$ cat src/rtl/dispense_controller.sv
// dispense_controller: actuator stage of the vending machine.
// Accepts one product request (single slot) and change coins (small FIFO),
// then sequences timed motor/ejector pulses, confirms product drops with a
// sensor and latches a fault when a drop never arrives.
// Optional feature: define DISPENSE_COUNT_EN to add the saturating
// vend_count/coin_count outputs.
module dispense_controller #(
  parameter int PULSE_CYC   = 4,
  parameter int GAP_CYC     = 2,
  parameter int TIMEOUT_CYC = 16,
  parameter int DEPTH       = 4
) (
  input  logic        clk,
  input  logic        reset,
  input  logic [1:0]  pro_in,
  input  logic        pro_valid,
  output logic        pro_ready,
  input  logic [2:0]  chg_in,
  input  logic        chg_valid,
  output logic        chg_ready,
  input  logic        prod_drop,
  input  logic        fault_clr,
  output logic [2:0]  prod_motor,
  output logic [3:0]  coin_eject,
  output logic        busy,
  output logic        fault
`ifdef DISPENSE_COUNT_EN
  ,
  output logic [15:0] vend_count,
  output logic [15:0] coin_count
`endif
);

  localparam int PTR_W   = (DEPTH > 1) ? $clog2(DEPTH) : 1;
  localparam int MAX_PG  = (PULSE_CYC > GAP_CYC) ? PULSE_CYC : GAP_CYC;
  localparam int CNT_MAX = (MAX_PG > TIMEOUT_CYC) ? MAX_PG : TIMEOUT_CYC;
  localparam int CNT_W   = $clog2(CNT_MAX + 1);

  // Terminal values of the shared phase counter for each timed state.
  localparam logic [CNT_W-1:0] PULSE_LAST = CNT_W'(PULSE_CYC - 1);
  localparam logic [CNT_W-1:0] GAP_LAST   = CNT_W'(GAP_CYC - 1);
  localparam logic [CNT_W-1:0] TOUT_LAST  = CNT_W'(TIMEOUT_CYC - 1);
  localparam logic [CNT_W-1:0] CNT_ONE    = CNT_W'(1);
  localparam logic [PTR_W-1:0] PTR_ONE    = PTR_W'(1);
  localparam logic [PTR_W:0]   LVL_ONE    = (PTR_W + 1)'(1);
  localparam logic [PTR_W:0]   LVL_FULL   = (PTR_W + 1)'(DEPTH);

  typedef enum logic [2:0] {
    ST_IDLE       = 3'd0,
    ST_PROD_DRIVE = 3'd1,
    ST_PROD_WAIT  = 3'd2,
    ST_COIN_DRIVE = 3'd3,
    ST_COIN_GAP   = 3'd4,
    ST_FAULT      = 3'd5
  } state_t;

  state_t           state_q, state_d;
  logic [CNT_W-1:0] cnt_q, cnt_d;
  logic             slot_full_q, slot_full_d;
  logic [1:0]       slot_code_q, slot_code_d;
  logic [2:0]       prod_motor_q, prod_motor_d;
  logic [3:0]       coin_eject_q, coin_eject_d;
  logic             busy_q, busy_d;
  logic             fault_q, fault_d;

  logic [2:0]       fifo_mem [DEPTH];
  logic [PTR_W-1:0] wr_ptr_q, wr_ptr_d;
  logic [PTR_W-1:0] rd_ptr_q, rd_ptr_d;
  logic [PTR_W:0]   count_q, count_d;

  logic             fifo_full;
  logic             fifo_empty;
  logic             pro_fire;
  logic             chg_code_ok;
  logic             push;
  logic             pop;
  logic             drop_seen;
  logic [2:0]       head_code;
  logic [2:0]       prod_onehot;
  logic [3:0]       coin_onehot;

  assign fifo_full   = (count_q == LVL_FULL);
  assign fifo_empty  = (count_q == '0);
  assign pro_ready   = !slot_full_q && (state_q != ST_FAULT);
  assign chg_ready   = !fifo_full;
  assign pro_fire    = pro_valid && pro_ready;
  assign chg_code_ok = (chg_in >= 3'd1) && (chg_in <= 3'd4);
  assign push        = chg_valid && chg_ready && chg_code_ok;
  assign head_code   = fifo_mem[rd_ptr_q];
  // A drop only counts while the controller is actually waiting for one.
  assign drop_seen   = (state_q == ST_PROD_WAIT) && prod_drop;

  // Decode the slot product code and the FIFO head coin code to one-hot drives.
  always_comb begin
    prod_onehot = 3'b000;
    case (slot_code_q)
      2'b01:   prod_onehot = 3'b001;
      2'b10:   prod_onehot = 3'b010;
      2'b11:   prod_onehot = 3'b100;
      default: prod_onehot = 3'b000;
    endcase
    coin_onehot = 4'b0000;
    case (head_code)
      3'd1:    coin_onehot = 4'b0001;
      3'd2:    coin_onehot = 4'b0010;
      3'd3:    coin_onehot = 4'b0100;
      3'd4:    coin_onehot = 4'b1000;
      default: coin_onehot = 4'b0000;
    endcase
  end

  // Sequencer next state: arbitration in IDLE, timed pulses, drop wait, fault.
  always_comb begin
    state_d      = state_q;
    cnt_d        = cnt_q;
    slot_full_d  = slot_full_q;
    slot_code_d  = slot_code_q;
    prod_motor_d = 3'b000;
    coin_eject_d = 4'b0000;
    pop          = 1'b0;

    // A zero product code is consumed but never occupies the slot.
    if (pro_fire && (pro_in != 2'b00)) begin
      slot_full_d = 1'b1;
      slot_code_d = pro_in;
    end

    case (state_q)
      ST_IDLE: begin
        if (slot_full_q) begin
          state_d      = ST_PROD_DRIVE;
          cnt_d        = '0;
          prod_motor_d = prod_onehot;
        end else if (!fifo_empty) begin
          state_d      = ST_COIN_DRIVE;
          cnt_d        = '0;
          pop          = 1'b1;
          coin_eject_d = coin_onehot;
        end
      end
      ST_PROD_DRIVE: begin
        if (cnt_q == PULSE_LAST) begin
          state_d = ST_PROD_WAIT;
          cnt_d   = '0;
        end else begin
          cnt_d        = cnt_q + CNT_ONE;
          prod_motor_d = prod_motor_q;
        end
      end
      ST_PROD_WAIT: begin
        // The drop has priority over a timeout expiring on the same edge.
        if (prod_drop) begin
          slot_full_d = 1'b0;
          state_d     = ST_IDLE;
        end else if (cnt_q == TOUT_LAST) begin
          slot_full_d = 1'b0;
          state_d     = ST_FAULT;
        end else begin
          cnt_d = cnt_q + CNT_ONE;
        end
      end
      ST_COIN_DRIVE: begin
        if (cnt_q == PULSE_LAST) begin
          state_d = ST_COIN_GAP;
          cnt_d   = '0;
        end else begin
          cnt_d        = cnt_q + CNT_ONE;
          coin_eject_d = coin_eject_q;
        end
      end
      ST_COIN_GAP: begin
        if (cnt_q == GAP_LAST) begin
          state_d = ST_IDLE;
          cnt_d   = '0;
        end else begin
          cnt_d = cnt_q + CNT_ONE;
        end
      end
      ST_FAULT: begin
        if (fault_clr) begin
          state_d = ST_IDLE;
        end
      end
      default: begin
        state_d = ST_IDLE;
        cnt_d   = '0;
      end
    endcase
  end

  // Change FIFO pointers and occupancy; push and pop may coincide.
  always_comb begin
    wr_ptr_d = wr_ptr_q;
    rd_ptr_d = rd_ptr_q;
    count_d  = count_q;
    if (push) begin
      wr_ptr_d = wr_ptr_q + PTR_ONE;
    end
    if (pop) begin
      rd_ptr_d = rd_ptr_q + PTR_ONE;
    end
    if (push && !pop) begin
      count_d = count_q + LVL_ONE;
    end else if (!push && pop) begin
      count_d = count_q - LVL_ONE;
    end
  end

  // Status outputs are registered, so derive them from the next-state values.
  always_comb begin
    busy_d  = (state_d != ST_IDLE) || slot_full_d || (count_d != '0);
    fault_d = (state_d == ST_FAULT);
  end

  // All sequencer, slot, FIFO-pointer and output flops.
  always_ff @(posedge clk or negedge reset) begin
    if (!reset) begin
      state_q      <= ST_IDLE;
      cnt_q        <= '0;
      slot_full_q  <= 1'b0;
      slot_code_q  <= 2'b00;
      prod_motor_q <= 3'b000;
      coin_eject_q <= 4'b0000;
      busy_q       <= 1'b0;
      fault_q      <= 1'b0;
      wr_ptr_q     <= '0;
      rd_ptr_q     <= '0;
      count_q      <= '0;
    end else begin
      state_q      <= state_d;
      cnt_q        <= cnt_d;
      slot_full_q  <= slot_full_d;
      slot_code_q  <= slot_code_d;
      prod_motor_q <= prod_motor_d;
      coin_eject_q <= coin_eject_d;
      busy_q       <= busy_d;
      fault_q      <= fault_d;
      wr_ptr_q     <= wr_ptr_d;
      rd_ptr_q     <= rd_ptr_d;
      count_q      <= count_d;
    end
  end

  // FIFO storage; contents need no reset because the pointers define validity.
  always_ff @(posedge clk) begin
    if (push) begin
      fifo_mem[wr_ptr_q] <= chg_in;
    end
  end

  assign prod_motor = prod_motor_q;
  assign coin_eject = coin_eject_q;
  assign busy       = busy_q;
  assign fault      = fault_q;

`ifdef DISPENSE_COUNT_EN
  logic [15:0] vend_count_q, vend_count_d;
  logic [15:0] coin_count_q, coin_count_d;

  // Saturating counts of confirmed drops and of coin ejections started.
  always_comb begin
    vend_count_d = vend_count_q;
    coin_count_d = coin_count_q;
    if (drop_seen && (vend_count_q != 16'hFFFF)) begin
      vend_count_d = vend_count_q + 16'd1;
    end
    if (pop && (coin_count_q != 16'hFFFF)) begin
      coin_count_d = coin_count_q + 16'd1;
    end
  end

  // Counter flops.
  always_ff @(posedge clk or negedge reset) begin
    if (!reset) begin
      vend_count_q <= 16'd0;
      coin_count_q <= 16'd0;
    end else begin
      vend_count_q <= vend_count_d;
      coin_count_q <= coin_count_d;
    end
  end

  assign vend_count = vend_count_q;
  assign coin_count = coin_count_q;
`else
  logic unused_drop_seen;
  assign unused_drop_seen = drop_seen;
`endif

endmodule

$ cat config.mk
export PLATFORM = sky130hd
export DESIGN_NAME = dispense_controller
export DESIGN_NICKNAME = d
export VERILOG_FILES = /design/src/rtl/dispense_controller.sv
export SDC_FILE = /design/constraint.sdc
export NUM_CORES = 1
export LEC_CHECK = 0
export CAP_MARGIN = 20
export CORE_ASPECT_RATIO = 0.8
export CORE_UTILIZATION = 55
export CTS_CLUSTER_DIAMETER = 60
export CTS_CLUSTER_SIZE = 25
export DETAILED_ROUTE_END_ITERATION = 16
export GPL_TIMING_DRIVEN = 1
export PLACE_DENSITY = 0.78
export SYNTH_ARGS = -nofsm -noshare
export SYNTH_HDL_FRONTEND = slang
export SYNTH_SLANG_ARGS = --single-unit
$ cat constraint.sdc
create_clock -name clk -period 3.2 [get_ports clk]
set_clock_uncertainty 0.15 [all_clocks]
set_input_delay 0.64 -clock clk [delete_from_list [all_inputs] [get_ports clk]]
set_output_delay 0.64 -clock clk [all_outputs]
set_load 0.01 [all_outputs]
# Yosys cells after proc, flatten, opt, wreduce, memory -nomap -nowiden
# Memories as Yosys holds them, arrays and structs flattened.
# Cells that the tools add are included.
dict set report totals {
  reg_bits 27
  ramBits 12
  in_bits 11
  out_inout_bits 11
  word_cells 100
  memories 1
}
dict set report op_classes {
  add_sub_neg 5
  order_cmp 2
  eq_ne 23
  n_mux 36
  bitwise_logic 1
  n_reduce_logical 21
}
# name words word_bits read_ports rd_ports_with_merged_regs wr line
set mem_list {}
lappend mem_list {fifo_mem 4 3 1 0 1 66} ;# logic [2:0] fifo_mem [DEPTH];
# op count
set ops {}
lappend ops {{$mux 3} 12}
lappend ops {{$mux 5} 6}
lappend ops {{$pmux 5 s5} 1}
lappend ops {{$pmux 3 s6} 1}
lappend ops {{$pmux 4 s4} 1}
lappend ops {{$eq 3x3->1 const B} 5}
lappend ops {{$eq 3x2->1 const B} 4}
lappend ops {{$mux 4} 3}
lappend ops {{$mux 1} 9}
lappend ops {{$pmux 3 s3} 1}
lappend ops {{$logic_and 1x1->1} 8}
lappend ops {{$ne 2x2->1 const B} 4}
lappend ops {{$pmux 4 s2} 1}
lappend ops {{$eq 3x1->1 const B} 2}
lappend ops {{$logic_not 3->1} 2}
lappend ops {{$ne 3x3->1 const B} 2}
lappend ops {{$pmux 3 s2} 1}
lappend ops {{$reduce_bool 3->1} 2}
lappend ops {{$add 5x1->5 const B} 1}
lappend ops {{$eq 5x1->1 const B} 1}
lappend ops {{$eq 5x2->1 const B} 1}
lappend ops {{$eq 5x4->1 const B} 1}
lappend ops {{$add 2x1->2 const B} 2}
lappend ops {{$eq 2x2->1 const B} 2}
lappend ops {{other kinds (11)} 15}

# Logic depth before layout (Yosys ltp)
dict set report depth {
  depth_word 10
  ltp_mapped 9
  mapped_depth_nobuf 8
}

# Worst setup path before layout
# No wires, ideal clock.
dict set report synth_path {
  kind {reg-to-reg}
  start {register cnt_q[0]}
  end {register busy_q, in the netlist busy}
  setup_ps 131
  arrival_ps 2172
  required_ps 2919
  setup_slack_ps 746
  stages_incl_launch_ff 9
  path_buffers 0
  synth_period_minus_slack_ps 2454
  path_cell_list {dfrtp_1 > ha_1 > and3_1 > ha_1 > nand2b_1 > a2bb2oi_4 > o311ai_2 > or4_1 > or3_1}
}
dict set report synth_via {
  elab_chain_len 7
  elab_cells_between_ends 15
  cone_classes {eq/ne: 3; mux: 9; reduce/logical: 3}
}
# item line
set synth_rtl {}
lappend synth_rtl {{from (decl)} 58} ;# logic [CNT_W-1:0] cnt_q, cnt_d;
lappend synth_rtl {{from (signal assigned)} 231} ;# cnt_q <= cnt_d;
lappend synth_rtl {{$eq 5x4->1} 155} ;# end else if (cnt_q == TOUT_LAST) begin
lappend synth_rtl {{$mux 3} 155}
lappend synth_rtl {{$mux 3} 152} ;# if (prod_drop) begin
lappend synth_rtl {{$pmux 3 s6 *} 128} ;# case (state_q)
lappend synth_rtl {{via state_d[2]} 57} ;# state_t state_q, state_d;
lappend synth_rtl {{$reduce_bool 3->1 *} 211} ;# busy_d = (state_d != ST_IDLE) || slot_full_d || (count_d != '0);
lappend synth_rtl {{$logic_or 1x1->1 * (2 in series)} 211}
lappend synth_rtl {{via busy_d} 63} ;# logic busy_q, busy_d;
lappend synth_rtl {{to (signal assigned)} 236} ;# busy_q <= busy_d;
lappend synth_rtl {{to (decl)} 63}
# Mark *: on every way through the listed nets, which the timed path passes. The rest lies on a longest branch.
# A chain may end at the register's enable or synchronous reset.

# Final worst setup path
dict set report layout_path {
  start {register state_q[1]}
  end {output port pro_ready}
}
dict set report layout_via {
  elab_chain_len 2
}
# item line
set layout_rtl {}
lappend layout_rtl {{from (decl)} 57}
lappend layout_rtl {{from (signal assigned)} 230} ;# state_q <= state_d;
lappend layout_rtl {{$ne 3x3->1} 84} ;# assign pro_ready = !slot_full_q && (state_q != ST_FAULT);
lappend layout_rtl {{$logic_and 1x1->1} 84}
lappend layout_rtl {{to (decl)} 17} ;# output logic pro_ready,
# No other way between the ends.

==> summary.md <==
| Metric | Value |
|---|---|
| Share of the synthesized area in the top cell type | `33.86%` |
| Hold_buf cts | `0` |
| Flop2flop setup slack | `0.53 ns` |
| Cells after synthesis | `171` |
| Sink Count | `39` |
| Power density over cell area | `858.7 mW/mm^2` |
| R2R depth | `8` |
| First-pass GRT wire length | `6189 um` |
| Multi-input logic area | `882.1 um^2` |
| Synth area leader | `dfrtp_1` |
| Final setup vio count | `0` |
| Leak Pwr | `0.9757 nW` |
| Placer congestion estimate | `0.8568` |
| Gr ovfl total | `0` |
| CTS tree | `built` |
| Largest cells by area after synthesis | `dfrtp_1 34%, edfxtp_1 18%, ha_1 6.3%, mux4_2 3.4%, nand2_1 2.6%` |
| Drt wl/cell | `15.61 um` |
| Critical path class | `reg2out` |
| Number of synthesized flops with an enable pin | `12` |
| Width of the die | `69.35 um` |
| Worst slew pin tran | `0.6216 ns` |
| Pins over their slew limit | `0` |
| Hold/Removal Path Class | `reg2reg` |
| Fillers | `246` |
| GRT Total Usage | `20.89%` |
| Die Y | `55.88 um` |
| # diodes | `0` |
| Worst reg2reg path endpoint | `busy$_DFF_PN0_` |
| Largest net degree at the start of global routing | `28` |
| Number of global-route vias before repair | `1,306` |
| Status | `complete, no violations` |
| Setup crit start kind | `flip-flop` |
| Req. time, crit path | `2.41 ns` |
| Final Instance Area | `0.002366 mm^2` |
| Post CTS Setup Buffer Count | `0` |
| Skew-Pair Late Insertion Delay | `0.29 ns` |
| Crit Path Max Fanout | `12` |
| Netlist cell types | `44` |
| CP Capture Type | `output port` |
| Number of synthesized register bits | `39` |
| Xor/xnor share of the synthesized area | `3.072%` |
| Core area | `0.003447 mm^2` |
| WHS Path Cells | `1` |
| DRT Wirelength | `3683 um` |
| Placed insts | `228` |
| Most common flop cell mapped by yosys | `dfrtp_1` |
| Final hold violations | `0` |
| Root Driver | `clkbuf_8` |
| Num CTS Buffers | `5` |
| FMAX | `369.6 MHz` |
| I/O Buffers | `21` |
| DRC viols | `0` |
| Area growth, synth to finish | `18.56%` |
| Reg-to-Reg Start | `cnt_q[0]$_DFFE_PN0P_` |
| Mapped cell area | `0.001996 mm^2` |
| DP HPWL | `2730 um` |
| Mux cell area share after synthesis | `5.517%` |
| H-tree levels | `2` |
| Syn_area_per_cell | `11.67 um^2` |
| Post-Place Cell Area | `0.002233 mm^2` |
| Row cnt | `19` |
| Worst hold slack | `0.3571 ns` |
| Setup WS post-layout | `0.4943 ns` |
| Reg area | `0.001036 mm^2` |
| Post-Synth Adder-Cell Area | `7.273%` |
| Final Net Count | `214` |
| Final period util | `84.55%` |
| Synth Area in Simple Gates | `17.81%` |
| Io pins | `22` |
| Bufs on Longest Clock Path | `2` |
| Slew margin rel. | `57.98%` |
| Sequential element share of the synthesized area | `51.91%` |
| Most frequent cells in the layout | `27 x dfrtp_1, 21 x clkdlybuf4s50_1, 14 x nand2_1` |
| RSZ-0062 raised after global routing | `false` |
| Commonest non-fill, non-tap cell in the layout | `dfrtp_1` |
| Largest family of logic cells by synthesized area | `simple AND/OR/NAND/NOR gates` |
| Initial Util | `57.89%` |
| Die area | `0.003875 mm^2` |
| Vias/cell | `5.839` |
| CTS resizes | `0` |
| Max Cap Viol | `0` |
| Setup TNS | `0 ns` |
| Initial DRC count | `76` |
| Hold EP | `coin_eject[3]$_DFFE_PN0P_` |
| Min-delay src | `coin_eject[3]$_DFFE_PN0P_` |
| Net Count, Synth | `192` |
| Synth Area in Compound Gates | `10.53%` |
| Final core occ | `68.64%` |
| Count of TritonRoute iterations in the first routing pass | `4` |
| Clk pin slew, worst setup/hold paths | `0.07 ns` |
| Worst VDD drop | `459.2 uV` |
| Synth warnings | `0` |
| Fin cells | `236` |
| Power, Total | `2.032 mW` |
| Post-layout min period | `2.706 ns` |
| Critical Path AT | `1.92 ns` |
| Initial antenna violation count | `0` |
| Antenna viol nets, final | `0` |
| Ys async rst share | `69.23%` |
| Pre-CTS WS | `0.3195 ns` |
| Proportion of layout cells with a drive suffix above 1 | `9.794%` |
| Via count | `1,378` |
## power by group
| group | switching [mW] | internal, mW |
|---|---|---|
| combinational | 0.367 | 0.363 |
| clock | 0.168 | 0.312 |
| sequential | 0.174 | 0.648 |
| total | 0.709 | 1.32 |
## per-layer routing
layer / up-vias / part of all wire [%] / global-route usage [%]
met5: - / 0 / 0
met4: 0 / 1.5 / 8.163
met3: 7 / 4.6 / 5.072
met2: 37 / 47 / 32.32
met1: 675 / 47 / 28.61
li1: 659 / - / -
## sequential cells by signal, indices dropped and copies added, names as in the netlist
signal       flops
rd_ptr_q         2
fifo_mem        12
slot_code_q      2
count_q          3
slot_full_q      1
state_q          3
coin_eject       4
busy             1
fault            1
wr_ptr_q         2
cnt_q            5
prod_motor       3
## Yosys cell counts (3+ instances only)
library cell and count:
dfrtp_1 27, nand2_1 14, edfxtp_1 12, ha_1 10, inv_1 10, nor2_1 10, o21ai_0 10, xnor2_1 6
and2_1 5, clkbuf_1 5, nand2b_1 5, nor3_1 5, a32o_1 3, and3_1 3, mux4_2 3, nand3_1 3
nor4b_1 3, or3_1 3
## cell type report
| cell class | count | share of cell area, % |
|---|---|---|
| sequential | 39 | 43.79 |
| multi-input combinational | 114 | 37.28 |
| timing repair buffer | 23 | 9.519 |
| clock buffer | 6 | 3.067 |
| clock inverter | 2 | 2.538 |
| tap | 42 | 2.221 |
| inverter | 10 | 1.586 |
## kinds of logic (layout without fill, tap and decap cells)
logic type               Yosys count  count (layout)
multiplexers                       7               7
XOR/XNOR                           7               7
flip-flops                        39              39
buffers and inverters             18              41
AO/OA/AOI/OAI                     26              26
adder cells (fa/ha/maj)           12              12
AND/OR/NAND/NOR                   62              62
## critical path, stage by stage, from the launching register on
cell and delay, ns:
dfrtp_1 0.57, and3b_1 0.29, nor2_1 0.19, clkdlybuf4s50_1 0.57
## worst max path at each step
stage / from / slack (ns) / cells after the start / endpoint
after CTS: state_q[1]$_DFF_PN0_ / 0.49 / 3 / pro_ready
final: state_q[1]$_DFF_PN0_ / 0.49 / 3 / pro_ready
after detailed placement: chg_in[0] / 0.32 / 6 / busy$_DFF_PN0_
after global placement: chg_in[0] / 0.43 / 6 / busy$_DFF_PN0_
after global routing: state_q[1]$_DFF_PN0_ / 0.39 / 3 / pro_ready
after floorplan: cnt_q[0]$_DFFE_PN0P_ / 0.75 / 8 / busy$_DFF_PN0_
No activity file was read; power rests on OpenSTA's default activity.
